**config.mk**
```make
export PLATFORM = sky130hd
export DESIGN_NAME = mem_port_arbiter
export DESIGN_NICKNAME = d
export VERILOG_FILES = /design/src/rtl/mem_port_arbiter_pkg.sv /design/src/rtl/arb_grant_select.sv /design/src/rtl/mem_port_arbiter.sv
export SDC_FILE = /design/constraint.sdc
export NUM_CORES = 1
export LEC_CHECK = 0
export CAP_MARGIN = 10
export CORE_AREA = 2 2 268 270
export CTS_BUF_LIST = sky130_fd_sc_hd__clkbuf_4
export CTS_CLUSTER_DIAMETER = 100
export DETAILED_ROUTE_END_ITERATION = 7
export DIE_AREA = 0 0 270 272
export SKIP_CTS_REPAIR_TIMING = 1
export SLEW_MARGIN = 10
export SYNTH_ARGS = -nofsm -noshare
export SYNTH_HDL_FRONTEND = slang
export SYNTH_HIERARCHICAL = 1
export SYNTH_SLANG_ARGS = --single-unit
```
**constraint.sdc**
```tcl
create_clock -name clk -period 2.15 [get_ports clk]
set_input_delay 0.3225 -clock clk [delete_from_list [all_inputs] [get_ports clk]]
set_output_delay 0.3225 -clock clk [all_outputs]
set_load 0.02 [all_outputs]
```
**src/rtl/mem_port_arbiter_pkg.sv**
```systemverilog
// Shared LC-3b memory-side types used by the L1-to-pmem port arbiter.
// Line type, arbiter FSM states and requester-side identifiers.
package mem_port_arbiter_pkg;

  localparam int LC3B_LINE_W = 128;

  typedef logic [LC3B_LINE_W-1:0] lc3b_line;

  typedef enum logic [1:0] {
    IDLE    = 2'd0,
    SERVE_I = 2'd1,
    SERVE_D = 2'd2
  } arb_state_t;

  typedef enum logic {
    SIDE_I = 1'b0,
    SIDE_D = 1'b1
  } arb_side_t;

  function automatic arb_state_t serve_state(input arb_side_t side);
    return (side == SIDE_D) ? SERVE_D : SERVE_I;
  endfunction

endpackage

```
**src/rtl/arb_grant_select.sv**
```systemverilog
// Combinational winner pick between I-cache and D-cache requests (0 cycles, no backpressure).
// ARB_ROUND_ROBIN_EN: alternate on contention using last_grant; otherwise fixed D priority.
module arb_grant_select
  import mem_port_arbiter_pkg::*;
(
  input  logic      i_req,
  input  logic      d_req,
  input  arb_side_t last_grant,
  output logic      grant,
  output arb_side_t side
);

  assign grant = i_req | d_req;

`ifdef ARB_ROUND_ROBIN_EN
  // On contention the side that did not win last time goes first.
  always_comb begin
    side = SIDE_D;
    if (i_req && d_req) begin
      side = (last_grant == SIDE_D) ? SIDE_I : SIDE_D;
    end else if (i_req) begin
      side = SIDE_I;
    end
  end
`else
  logic unused_last_grant;
  assign unused_last_grant = last_grant;
  assign side = d_req ? SIDE_D : SIDE_I;
`endif

endmodule

```
**src/rtl/mem_port_arbiter.sv**
```systemverilog
// Shares one pmem port between I-cache and D-cache, one line transaction at a time.
// Latency: grant registered (strobes 1 cycle after sample); resp combinational with pmem_resp. Macro: ARB_ROUND_ROBIN_EN.
module mem_port_arbiter
  import mem_port_arbiter_pkg::*;
#(
  parameter int ADDR_W = 16,
  parameter int LINE_W = 128
) (
  input  logic              clk,
  input  logic              rst_n,
  input  logic              i_read,
  input  logic [ADDR_W-1:0] i_address,
  output logic [LINE_W-1:0] i_rdata,
  output logic              i_resp,
  input  logic              d_read,
  input  logic              d_write,
  input  logic [ADDR_W-1:0] d_address,
  input  logic [LINE_W-1:0] d_wdata,
  output logic [LINE_W-1:0] d_rdata,
  output logic              d_resp,
  output logic              pmem_read,
  output logic              pmem_write,
  output logic [ADDR_W-1:0] pmem_address,
  output logic [LINE_W-1:0] pmem_wdata,
  input  logic [LINE_W-1:0] pmem_rdata,
  input  logic              pmem_resp
);

  arb_state_t state;
  arb_side_t  last_grant;
  arb_side_t  grant_side;
  logic       grant;

`ifdef ARB_ROUND_ROBIN_EN
  always_ff @(posedge clk or negedge rst_n) begin
    if (!rst_n) begin
      last_grant <= SIDE_I;
    end else if (state == IDLE && grant) begin
      last_grant <= grant_side;
    end
  end
`else
  assign last_grant = SIDE_I;
`endif

  arb_grant_select u_grant_select (
    .i_req      (i_read),
    .d_req      (d_read | d_write),
    .last_grant (last_grant),
    .grant      (grant),
    .side       (grant_side)
  );

  // The strobes themselves hold the latched op; a simultaneous read+write becomes a write.
  always_ff @(posedge clk or negedge rst_n) begin
    if (!rst_n) begin
      state        <= IDLE;
      pmem_read    <= 1'b0;
      pmem_write   <= 1'b0;
      pmem_address <= '0;
      pmem_wdata   <= '0;
    end else begin
      case (state)
        IDLE: begin
          if (grant) begin
            state <= serve_state(grant_side);
            if (grant_side == SIDE_D) begin
              pmem_address <= d_address;
              pmem_wdata   <= d_wdata;
              pmem_write   <= d_write;
              pmem_read    <= ~d_write;
            end else begin
              pmem_address <= i_address;
              pmem_write   <= 1'b0;
              pmem_read    <= 1'b1;
            end
          end
        end
        SERVE_I, SERVE_D: begin
          if (pmem_resp) begin
            state      <= IDLE;
            pmem_read  <= 1'b0;
            pmem_write <= 1'b0;
          end
        end
        default: begin
          state      <= IDLE;
          pmem_read  <= 1'b0;
          pmem_write <= 1'b0;
        end
      endcase
    end
  end

  // Responses only reach the side currently being served; pmem_resp in IDLE is dropped.
  assign i_resp  = (state == SERVE_I) & pmem_resp;
  assign d_resp  = (state == SERVE_D) & pmem_resp;
  assign i_rdata = pmem_rdata;
  assign d_rdata = pmem_rdata;

  rw_exclusive: assert property (@(posedge clk) disable iff (!rst_n) !(d_read && d_write));

endmodule

```
==> flow_summary.toml <==
[yosys]
synth.avg_cell_area_um2 = 12.3
syn_nets = 924
yosysWarningCount = 6
synth_area_mm2 = 0.00773
syn_inst = 626

[clocking]
cts_buffer_depth = 2
cts_htree_levels = 4
clockRootBuffer = "clkbuf_4"
clock_latency_ns = 0.67
cts_sinks = 148
tritoncts = "built"
cts-buffers-inserted = 17
clkTransAtPathRegs_ns = 0.17

[setup_path]
cp-start-kind = "register"
cp_cell_sequence = "clkdlybuf4s50_1"
r2r_cells = 6
crit_type = "reg -> out"
path_buf_inv = 1
cp.required_ns = 1.83
path_depth = 1
reg2reg_setup_slack_ns = 0.42
slowest_stage = "clkdlybuf4s50_1"
crit_fanout = 2
slowest_delay_ns = 0.60
rr_startpoint = "state[1]$_DFFE_PN0P_"
crit_family = "buffers and inverters"
cp-end-kind = "output port"
reg2reg_to = "pmem_wdata[96]$_DFFE_PN0P_"
crit_arrival_ns = 1.65

[hold_path]
hold_start = "d_wdata[104]"
holdPathStages = 2
min_to = "pmem_wdata[104]$_DFFE_PN0P_"
holdCritPathClass = "in -> reg"

[routing]
wl_per_cell_um = 13.9
drtAntennaViolNets = 0
drc = 0
firstDrtPassIters = 3
via_count = 4599
wl_um = 23300
drt_iter0_drc = 80
viasPerCell = 2.75

[placement]
place_inst = 1636
hpwl_um = 18000
finalWeightedCongestion = 0.729
port-buffer-count = 313
place_area_mm2 = 0.0103

[global_routing]
track_usage = 0.0637
grt_pass1_vias = 5197
antenna_found_initial = 3
grt_pass1_wl_um = 33500
grt_max_degree = 51
grt_overflow_total = 0

[power]
peakVddDrop_v = 0.000614
clkPwrFrac = 0.127
switchingPower_w = 0.00578
seq_power_share = 0.346
finalPower_w = 0.0143
power.density_mw_per_mm2 = 1320
p_sw_frac = 0.405
p_int_w = 0.00848
leakagePower_nw = 5.09
p_comb_frac = 0.527

[layout]
final_common_cell = "clkdlybuf4s50_1"
nets = 1006
final_cell_mix = "clkdlybuf4s50_1, dfrtp_1, mux2_1"
fin_util = 0.153
nFillCells = 7869
layout.cells.non_filler = 1672
stdcell_area_mm2 = 0.0108
drive_gt1_frac = 0.0860
syn2layout_area_growth_pct = 40.0

[timing]
setup_viol = 0
tightest_slew_ns = 0.381
fin_tns_setup_ns = 0
fmax_mhz = 507
slew_headroom = 0.745
slew_viol_final = 0
fin_skew_ns = 0.0332
rsz0062_at_grt = "false"
post-route-min-period_ns = 1.97
finalHoldViolCount = 0
fin_crit_sh = 0.918

[die]
pin_count = 698
fp.dieW_um = 270
die_h_um = 272
die_area_mm2 = 0.0734
core-area_mm2 = 0.0708
rows = 98
initial_utilization = 0.109

[status]
outcome = "complete, no violations"

[flow_run]
cap_viol_max_count = 0
-- sequential cells by signal, indices dropped and copies added (netlist names) --
signal	count
pmem_read	1
pmem_wdata	128
state	2
pmem_address	16
pmem_write	1
-- per-stage QoR --
stage          setup WS (ns)  hold WS (ns)
6_report               0.176         0.219
5_1_grt              0.00118        0.0628
4_1_cts               -0.474        -0.650
3_5_place_dp         -0.0978         0.258
3_3_place_gp         -0.0818         0.257
2_1_floorplan          0.432        0.0269
-- how the worst max path moves through the flow --
stage	from	end	slack (ns)
floorplan	d_write	pmem_wdata[101]$_DFFE_PN0P_	0.43
global placement	d_write	pmem_wdata[61]$_DFFE_PN0P_	-0.08
detailed placement	d_write	pmem_wdata[64]$_DFFE_PN0P_	-0.1
CTS	state[0]$_DFFE_PN0P_	d_resp	-0.47
global route	state[0]$_DFFE_PN0P_	d_resp	0.001
finish	pmem_wdata[84]$_DFFE_PN0P_	pmem_wdata[84]	0.18
-- area by class of cell --
type,count,area (um^2),area share
Timing Repair Buffer,340,3740,0.346
Sequential cell,148,3700,0.342
Multi-Input combinational cell,199,1930,0.178
Tap cell,950,1190,0.110
Clock buffer,18,135,0.0125
Clock inverter,14,116,0.0107
Inverter,2,7.51,0.000693
Antenna cell,1,2.50,0.000231
-- power groups by stage --
stage / sequential, W / combinational (W) / clock, W
finish: 0.00493 / 0.00751 / 0.00182
global route: 0.00514 / 0.00799 / 0.00213
CTS: 0.00502 / 0.00787 / 0.00204
detailed placement: 0.00507 / 0.00783 / 0
global placement: 0.00500 / 0.00775 / 0
floorplan: 0.00668 / 0.00273 / 0
-- per-layer routing --
| metal | global-route usage | wire (um) | up-vias | part of all wire |
|---|---|---|---|---|
| met1 | 0.0523 | 7050 | 2177 | 0.30 |
| met5 | 0 | 25 | - | 0.0011 |
| met4 | 0.0588 | 1750 | 4 | 0.075 |
| li1 | - | - | 1968 | - |
| met2 | 0.102 | 11300 | 343 | 0.48 |
| met3 | 0.0436 | 3190 | 107 | 0.14 |
No activity file was read; power rests on OpenSTA's default activity.
